<file path="src/rtl/item_selector.sv">
// item_selector: cursor-driven item selection with coin credit, purchase check,
// and timed dispense/deny hold.
//
// Ports:
//   fastClk       sole clock, rising edge
//   rstN          asynchronous active-low reset
//   rightSignal   pulse, move cursor up (IDLE only)
//   leftSignal    pulse, move cursor down (IDLE only)
//   selectSignal  debounced level, rising edge requests purchase of cursor item
//   coinPulse     pulse, adds coinValue to credit (saturating), any state
//   coinValue     coin value, sampled with coinPulse
//   itemPrice     price of the cursor item from an external table
//   cursor        highlighted item
//   credit        accumulated credit
//   dispense      one-cycle pulse on DISPENSE entry
//   dispenseItem  item index latched at the purchase request
//   change        credit minus price, set on DISPENSE entry
//   busy          high in CHECK, DISPENSE and DENY
//   deny          high throughout DENY
//
// Configuration macro: ITEM_SELECTOR_WRAP_EN -- when defined the cursor wraps
// at both ends, otherwise it saturates at 0 and NUM_ITEMS-1.

module item_selector #(
    parameter int unsigned NUM_ITEMS   = 8,
    parameter int unsigned CREDIT_W    = 8,
    parameter int unsigned HOLD_CYCLES = 16
) (
    input  logic                fastClk,
    input  logic                rstN,
    input  logic                rightSignal,
    input  logic                leftSignal,
    input  logic                selectSignal,
    input  logic                coinPulse,
    input  logic [CREDIT_W-1:0] coinValue,
    input  logic [CREDIT_W-1:0] itemPrice,
    output logic [3:0]          cursor,
    output logic [CREDIT_W-1:0] credit,
    output logic                dispense,
    output logic [3:0]          dispenseItem,
    output logic [CREDIT_W-1:0] change,
    output logic                busy,
    output logic                deny
);

    localparam int unsigned HOLD_W    = (HOLD_CYCLES > 1) ? $clog2(HOLD_CYCLES) : 1;
    localparam logic [HOLD_W-1:0] LAST_HOLD = HOLD_W'(HOLD_CYCLES - 1);
    localparam logic [3:0]        LAST_IDX  = 4'(NUM_ITEMS - 1);

    typedef enum logic [1:0] {
        ST_IDLE,
        ST_CHECK,
        ST_DISPENSE,
        ST_DENY
    } state_t;

    state_t              state_q, state_d;
    logic [3:0]          cursor_q, cursor_d;
    logic [CREDIT_W-1:0] credit_q, credit_d;
    logic                dispense_q, dispense_d;
    logic [3:0]          item_q, item_d;
    logic [CREDIT_W-1:0] change_q, change_d;
    logic                busy_q, busy_d;
    logic                deny_q, deny_d;
    logic [HOLD_W-1:0]   hold_q, hold_d;
    logic                sel_q, sel_d;
    logic [CREDIT_W-1:0] price_q, price_d;

    logic                sel_rise;
    logic [CREDIT_W-1:0] credit_base;
    logic [CREDIT_W-1:0] coin_add;
    logic [CREDIT_W:0]   credit_sum;

    // Next-state, datapath and registered-output computation
    always_comb begin
        state_d     = state_q;
        cursor_d    = cursor_q;
        dispense_d  = 1'b0;
        item_d      = item_q;
        change_d    = change_q;
        hold_d      = hold_q;
        price_d     = price_q;
        sel_d       = selectSignal;
        sel_rise    = selectSignal & ~sel_q;
        credit_base = credit_q;
        coin_add    = coinPulse ? coinValue : '0;

        unique case (state_q)
            ST_IDLE: begin
                if (rightSignal && !leftSignal) begin
                    if (cursor_q == LAST_IDX) begin
`ifdef ITEM_SELECTOR_WRAP_EN
                        cursor_d = 4'd0;
`else
                        cursor_d = LAST_IDX;
`endif
                    end else begin
                        cursor_d = cursor_q + 4'd1;
                    end
                end else if (leftSignal && !rightSignal) begin
                    if (cursor_q == 4'd0) begin
`ifdef ITEM_SELECTOR_WRAP_EN
                        cursor_d = LAST_IDX;
`else
                        cursor_d = 4'd0;
`endif
                    end else begin
                        cursor_d = cursor_q - 4'd1;
                    end
                end
                if (sel_rise) begin
                    item_d  = cursor_q;
                    price_d = itemPrice;
                    state_d = ST_CHECK;
                end
            end
            ST_CHECK: begin
                hold_d = '0;
                if (credit_q >= price_q) begin
                    state_d     = ST_DISPENSE;
                    dispense_d  = 1'b1;
                    change_d    = credit_q - price_q;
                    // Credit is consumed; a coin in this cycle lands on zero
                    credit_base = '0;
                end else begin
                    state_d = ST_DENY;
                end
            end
            ST_DISPENSE, ST_DENY: begin
                if (hold_q == LAST_HOLD) begin
                    state_d = ST_IDLE;
                    hold_d  = '0;
                end else begin
                    hold_d = hold_q + HOLD_W'(1);
                end
            end
        endcase

        // Saturating credit accumulation
        credit_sum = {1'b0, credit_base} + {1'b0, coin_add};
        credit_d   = credit_sum[CREDIT_W] ? '1 : credit_sum[CREDIT_W-1:0];

        busy_d = (state_d != ST_IDLE);
        deny_d = (state_d == ST_DENY);
    end

    // State and output registers
    always_ff @(posedge fastClk or negedge rstN) begin
        if (!rstN) begin
            state_q    <= ST_IDLE;
            cursor_q   <= '0;
            credit_q   <= '0;
            dispense_q <= 1'b0;
            item_q     <= '0;
            change_q   <= '0;
            busy_q     <= 1'b0;
            deny_q     <= 1'b0;
            hold_q     <= '0;
            sel_q      <= 1'b0;
            price_q    <= '0;
        end else begin
            state_q    <= state_d;
            cursor_q   <= cursor_d;
            credit_q   <= credit_d;
            dispense_q <= dispense_d;
            item_q     <= item_d;
            change_q   <= change_d;
            busy_q     <= busy_d;
            deny_q     <= deny_d;
            hold_q     <= hold_d;
            sel_q      <= sel_d;
            price_q    <= price_d;
        end
    end

    assign cursor       = cursor_q;
    assign credit       = credit_q;
    assign dispense     = dispense_q;
    assign dispenseItem = item_q;
    assign change       = change_q;
    assign busy         = busy_q;
    assign deny         = deny_q;

endmodule

</file>
<file path="config.mk">
export PLATFORM = sky130hd
export DESIGN_NAME = item_selector
export DESIGN_NICKNAME = d
export VERILOG_FILES = /design/src/rtl/item_selector.sv
export SDC_FILE = /design/constraint.sdc
export NUM_CORES = 1
export LEC_CHECK = 0
export CAP_MARGIN = 40
export CORE_ASPECT_RATIO = 1.75
export CORE_MARGIN = 3
export CORE_UTILIZATION = 55
export DETAILED_ROUTE_END_ITERATION = 10
export DONT_BUFFER_PORTS = 1
export PLACE_DENSITY_LB_ADDON = 0.15
export SLEW_MARGIN = 15
export SYNTH_ARGS = -nofsm -noshare
export SYNTH_HDL_FRONTEND = slang
export SYNTH_SLANG_ARGS = --single-unit
export TNS_END_PERCENT = 10
</file>
<file path="constraint.sdc">
create_clock -name fastClk -period 6.65 [get_ports fastClk]
set_clock_uncertainty 0.2 [all_clocks]
set_input_delay 0.3325 -clock fastClk [delete_from_list [all_inputs] [get_ports fastClk]]
set_output_delay 0.3325 -clock fastClk [all_outputs]
set_load 0.01 [all_outputs]
</file>
# Yosys cells after proc, flatten, opt, wreduce, memory -nomap -nowiden
# Index checks and enable logic that the tools add are counted.
dict set report totals {
  ram_bits 0
  in_bits 22
  rom_bits 0
  out_inout_bits 27
  memories 0
  reg_bits 42
  latch_bits 0
  elab_cells 54
}
dict set report classes {
  div 0
  bitwise_logic 2
  shift 0
  n_eq_ne 6
  n_reduce_logical 13
  mux 16
  order_cmp 1
  n_addsub 5
  mul 0
}
# cell count
set op_table {}
lappend op_table {{$mux W8} 4}
lappend op_table {{$mux W4} 5}
lappend op_table {{$add A8 B8 Y9} 1}
lappend op_table {{$add A4 B1 Y4 const B} 2}
lappend op_table {{$ge A8 B8 Y1} 1}
lappend op_table {{$pmux W4 S2} 1}
lappend op_table {{$sub A8 B8 Y8} 1}
lappend op_table {{$eq A2 B2 Y1 const B} 3}
lappend op_table {{$pmux W2 S3} 1}
lappend op_table {{$reduce_and A2 Y1} 3}
lappend op_table {{$reduce_bool A2 Y1} 3}
lappend op_table {{$eq A4 B3 Y1 const B} 1}
lappend op_table {{$eq A4 B4 Y1 const B} 1}
lappend op_table {{$logic_not A4 Y1} 1}
lappend op_table {{$mux W2} 2}
lappend op_table {{$sub A4 B1 Y4 const B} 1}
lappend op_table {{$mux W1} 3}
lappend op_table {{$eq A2 B1 Y1 const B} 1}
lappend op_table {{$logic_and A1 B1 Y1} 2}
lappend op_table {{$logic_not A1 Y1} 2}
lappend op_table {{$logic_not A2 Y1} 1}
lappend op_table {{$reduce_or A2 Y1} 1}
lappend op_table {{$and A1 B1 Y1} 1}
lappend op_table {{$not A1 Y1} 1}

# Depth between registers and ports, before layout
dict set report depth {
  depth_word 5
  ltp_mapped 16
}

# Least setup slack after synthesis
# No wires, ideal clock.
dict set report synth_path {
  path_type {reg2reg}
  start {reg credit_q[0] (netlist: credit[0])}
  end {reg credit_q[7] (netlist: credit[7])}
  synth_period_minus_slack_ns 3.920
  path_stages_with_launch 17
  setup_time_ns 0.124
  path_slack_ns 2.730
  required_time_ns 6.326
  n_path_buf 1
  arrival_ns 3.596
  path_cell_list {dfrtp_1 inv_1 ha_1 fa_1 nand2b_1 o2bb2ai_2 a21oi_1 o21ai_2 buf_6 and2_1 ha_1 fa_1 a21o_1 nand4_1 nand2_2 a2111o_1 a211o_1}
}
dict set report synth_via {
  elab_chain_cells 5
}
# item line
set synth_rtl {}
lappend synth_rtl {{start: declaration} 59} ;# logic [CREDIT_W-1:0] credit_q, credit_d;
lappend synth_rtl {{start signal: assignment} 164} ;# credit_q <= credit_d;
lappend synth_rtl {{$ge A8 B8 Y1} 119} ;# if (credit_q >= price_q) begin
lappend synth_rtl {{$mux W8} 119}
lappend synth_rtl {{$mux W8 *} 88} ;# unique case (state_q)
lappend synth_rtl {{$add A8 B8 Y9 *} 140} ;# credit_sum = {1'b0, credit_base} + {1'b0, coin_add};
lappend synth_rtl {{$mux W8 *} 141} ;# credit_d = credit_sum[CREDIT_W] ? '1 : credit_sum[CREDIT_W-1:0];
lappend synth_rtl {{named net credit_d[7]} 59}
# The timed path passes the listed nets; every way through them passes the cells marked *.
# A chain may end at the register's enable or synchronous reset.

# Worst setup path in the final report
dict set report layout_path {
  start {reg credit_q[0] (netlist: credit[0])}
  end {reg credit_q[3] (netlist: credit[3])}
}
# The elaborated chain is that of the path after synthesis.

==> key figures <==
Synth
  – Cells after synthesis: 256
  – Syn Nets: 300
  – Flip-flop and latch count after synthesis: 42
  – Leading cell types by total area after synthesis: sky130_fd_sc_hd__dfrtp_1, sky130_fd_sc_hd__ha_1, sky130_fd_sc_hd__mux2_2
  – Largest area contributor in the synthesized netlist: sky130_fd_sc_hd__dfrtp_1
  – Post-synthesis average cell area: 9.94 µm²
  – Count of flip-flops with a built-in enable after synthesis: 0
  – Sequential element share of the synthesized area: 0.413
  – Synthesis Warnings: 0
  – Async S/R FF share, synth: 1.00
  – Unique masters post-synth: 50
  – Cell Area, Synth: 2540 µm²
  – Main flop type after synthesis: sky130_fd_sc_hd__dfrtp_1
  – Fraction of post-synthesis cell area in the top cell type by area: 0.413

Power
  – Peak ir drop on the vdd network: 0.299 mV
  – PD cells: 502 nW/µm²
  – Static leakage: 1.30 nW

Critical path
  – CP peak stage delay: 450 ps
  – Kind of cell adding the most delay to the critical path: compound AO/OA/AOI/OAI gates
  – Data arrival time of the worst path: 4130 ps
  – CP endpoint kind: flip-flop
  – Worst path cell trace: inv_1, ha_1, fa_1, nand2b_1, o2bb2ai_2, a21oi_1, o21ai_2, and2_1, ha_1, fa_1, a21o_1, nand4_1, nand2_2, a31oi_1, o21ai_0
  – CP max FO: 17
  – Critical-path cell with the highest stage delay: sky130_fd_sc_hd__a31oi_1
  – Kind of start point of the critical path: flip-flop
  – Req. time, crit path: 6590 ps
  – Number of buffers and inverters on the critical path: 1
  – Kind of critical path: flip-flop to flip-flop

Placed design
  – Detailed placer's ending HPWL: 3.69 mm
  – Last weighted congestion value of the routability-driven placer: 0.811
  – Number of buffers added on ports: 0

Clock network
  – Worst-skew pair later-pin latency: 290 ps
  – Cell at the root of the clock tree: sky130_fd_sc_hd__clkbuf_8
  – H-tree depth reported by CTS: 2
  – CTS tree: yes
  – Clock Pin Slew Worst Setup and Hold Paths: 80 ps
  – Post-CTS Repair Setup Buffers: 0
  – TritonCTS sink count: 42
  – Total clock buffers created by CTS: 5
  – Maximum number of buffers from clock root to sink: 2

Layout
  – Share of cells above drive strength 1: 0.108
  – Final-layout fill cell count: 366
  – Synth-to-Final Area Change: 10.3%
  – Core Util, Final: 0.631
  – Final-stage net count: 311
  – Number of antenna diodes: 0

STA
  – RSZ-0062 raised after global routing: no
  – Relative slew margins: 0.473
  – Final sum of negative setup slack: 0 ps
  – Transition time of the tightest slew-check pin: 790 ps
  – Max-slew violation count: 0
  – Post-layout min period: 4190 ps
  – Number of hold violations in the final report: 0
  – Max Clk Rate: 239 MHz
  – Final critical-path share of the clock period: 0.629
  – Final setup viols: 0

Worst hold path
  – Min-delay worst type: primary input to flip-flop

GRT
  – Via count of the first global-routing pass: 1847
  – Wire length of the first global-routing pass: 8.22 mm
  – Antenna violations before repair: 0
  – Residual overflow from global routing: 0
  – Largest net degree at the start of global routing: 43
  – All-Layer GR Usage: 0.192

Floorplanning
  – Overall die area: 5510 µm²
  – Vert. Die Dim: 96.0 µm
  – Site row count: 32
  – Horizontal extent of the die: 57.4 µm
  – Initial cell density of the core: 0.573
  – Core region area: 4440 µm²
  – Top-level port count: 49

Detailed routing
  – Count of vias placed by the detailed router: 1881
  – Antenna-violating nets left: 0
  – DRC viols: 0
  – Detail-routed net length per standard cell: 15.0 µm
  – Detailed-route wire length: 4.79 mm
  – 1st-pass router iterations: 4
  – Drt initial violations: 52
  – Per-cell via count in the routed design: 5.90

Run
  – Max Cap Viol: 0

Run status
  – Result of the run: completed
-- cell families (layout without fill, tap and decap cells) --
kind of cell,Yosys count,in the layout,synth area share
AND/OR/NAND/NOR,74,74,0.155
buffers and inverters,30,42,0.0487
adder cells (fa/ha/maj),22,22,0.114
multiplexers,14,14,0.0600
AO/OA/AOI/OAI,67,67,0.185
flip-flops,42,42,0.413
XOR/XNOR,7,7,0.0241
-- final cells by class --
cell class,instances,area (µm²),area share
Timing Repair Buffer,12,135,0.0481
Inverter,22,82.6,0.0294
Sequential cell,42,1050,0.374
Clock inverter,2,12.5,0.00446
Tap cell,51,63.8,0.0227
Clock buffer,6,82.6,0.0294
Multi-Input combinational cell,184,1380,0.491
-- report_power, final --
part / total [mW] / leakage, nW / switching, mW / internal (mW)
registers: 0.508 / 0.498 / 0.140 / 0.368
logic: 0.730 / 0.752 / 0.387 / 0.343
clock network: 0.169 / 0.0472 / 0.0857 / 0.0834
total: 1.41 / 1.30 / 0.613 / 0.795
-- metal layers --
| layer | up-vias | global-route usage | part of all wire |
|---|---|---|---|
| met5 | - | 0 | 0 |
| met2 | 36 | 0.375 | 0.58 |
| met3 | 4 | 0.0456 | 0.039 |
| met1 | 907 | 0.195 | 0.38 |
| li1 | 934 | - | - |
| met4 | 0 | 0.0580 | 0.011 |
-- final timing paths --
check | cells after the start | slack (ps) | endpoint | from
max reg2reg | 15 | 2460 | credit[3] | credit[0]
min reg2reg | 1 | 300 | hold_q[3] | hold_q[3]
max | 15 | 2460 | credit[3] | credit[0]
min | 3 | 170 | credit[0] | coinPulse
min in group asynchronous | 2 | 290 | cursor[2] | rstN
max in group asynchronous | 2 | 5750 | busy | rstN
-- layout by cell type (no fill, tap or decap), types with 5 or more instances in the layout --
cell	count
sky130_fd_sc_hd__ha_1	20
sky130_fd_sc_hd__nor2_1	12
sky130_fd_sc_hd__xnor2_1	5
sky130_fd_sc_hd__clkbuf_8	6
sky130_fd_sc_hd__a21oi_1	10
sky130_fd_sc_hd__a21o_1	9
sky130_fd_sc_hd__dfrtp_1	42
sky130_fd_sc_hd__and2_1	17
sky130_fd_sc_hd__nand2_1	15
sky130_fd_sc_hd__nand3_1	7
sky130_fd_sc_hd__dlygate4sd3_1	10
sky130_fd_sc_hd__o21ai_0	18
sky130_fd_sc_hd__nand2b_1	6
sky130_fd_sc_hd__inv_1	22
sky130_fd_sc_hd__mux2_2	10
-- worst reg2reg max path: stages (launching register included) --
cell and delay [ps]:
sky130_fd_sc_hd__dfrtp_1 420, sky130_fd_sc_hd__inv_1 70, sky130_fd_sc_hd__ha_1 210, sky130_fd_sc_hd__fa_1 400, sky130_fd_sc_hd__nand2b_1 170, sky130_fd_sc_hd__o2bb2ai_2 150
sky130_fd_sc_hd__a21oi_1 210, sky130_fd_sc_hd__o21ai_2 270, sky130_fd_sc_hd__and2_1 270, sky130_fd_sc_hd__ha_1 230, sky130_fd_sc_hd__fa_1 400, sky130_fd_sc_hd__a21o_1 220
sky130_fd_sc_hd__nand4_1 100, sky130_fd_sc_hd__nand2_2 90, sky130_fd_sc_hd__a31oi_1 450, sky130_fd_sc_hd__o21ai_0 190
-- timing repair --
| action | CTS | global route |
|---|---|---|
| endpoints found under the hold margin | 51 | 0 |
| gates resized for setup | 0 | 0 |
| hold buffers | 11 | 0 |
-- sequential cells by signal, indices dropped and copies added (netlist names), 2 cells and up --
register,flops
change,8
credit,8
cursor,4
dispenseItem,4
hold_q,4
price_q,8
state_q,2
-- cells in the mapped netlist, types with 2 or more instances --
library cell / n
sky130_fd_sc_hd__dfrtp_1: 42
sky130_fd_sc_hd__inv_1: 22
sky130_fd_sc_hd__ha_1: 20
sky130_fd_sc_hd__o21ai_0: 18
sky130_fd_sc_hd__and2_1: 17
sky130_fd_sc_hd__nand2_1: 15
sky130_fd_sc_hd__nor2_1: 12
sky130_fd_sc_hd__a21oi_1: 10
sky130_fd_sc_hd__mux2_2: 10
sky130_fd_sc_hd__a21o_1: 9
sky130_fd_sc_hd__nand3_1: 7
sky130_fd_sc_hd__nand2b_1: 6
sky130_fd_sc_hd__xnor2_1: 5
sky130_fd_sc_hd__a22o_1: 4
sky130_fd_sc_hd__clkbuf_1: 4
sky130_fd_sc_hd__mux2i_1: 4
sky130_fd_sc_hd__nand4_1: 4
sky130_fd_sc_hd__nor3_1: 4
sky130_fd_sc_hd__a211oi_1: 3
sky130_fd_sc_hd__buf_2: 3
sky130_fd_sc_hd__a2111oi_0: 2
sky130_fd_sc_hd__a31oi_1: 2
sky130_fd_sc_hd__and3_1: 2
sky130_fd_sc_hd__fa_1: 2
sky130_fd_sc_hd__o211ai_1: 2
sky130_fd_sc_hd__o31ai_1: 2
sky130_fd_sc_hd__xor2_1: 2
-- per-stage QoR --
stage	cell area, µm²	worst slack [ps]	power, mW	hold slack (ps)	instances
global placement	2580	2500	1.22	-162	299
floorplan	2540	2730	1.09	-163	256
detailed placement	2590	2400	1.24	-162	300
finish	2810	2460	1.41	166	319
CTS	2810	2390	1.42	164	319
global route	2810	2210	1.54	175	319
(Power assumes the default switching activity.)
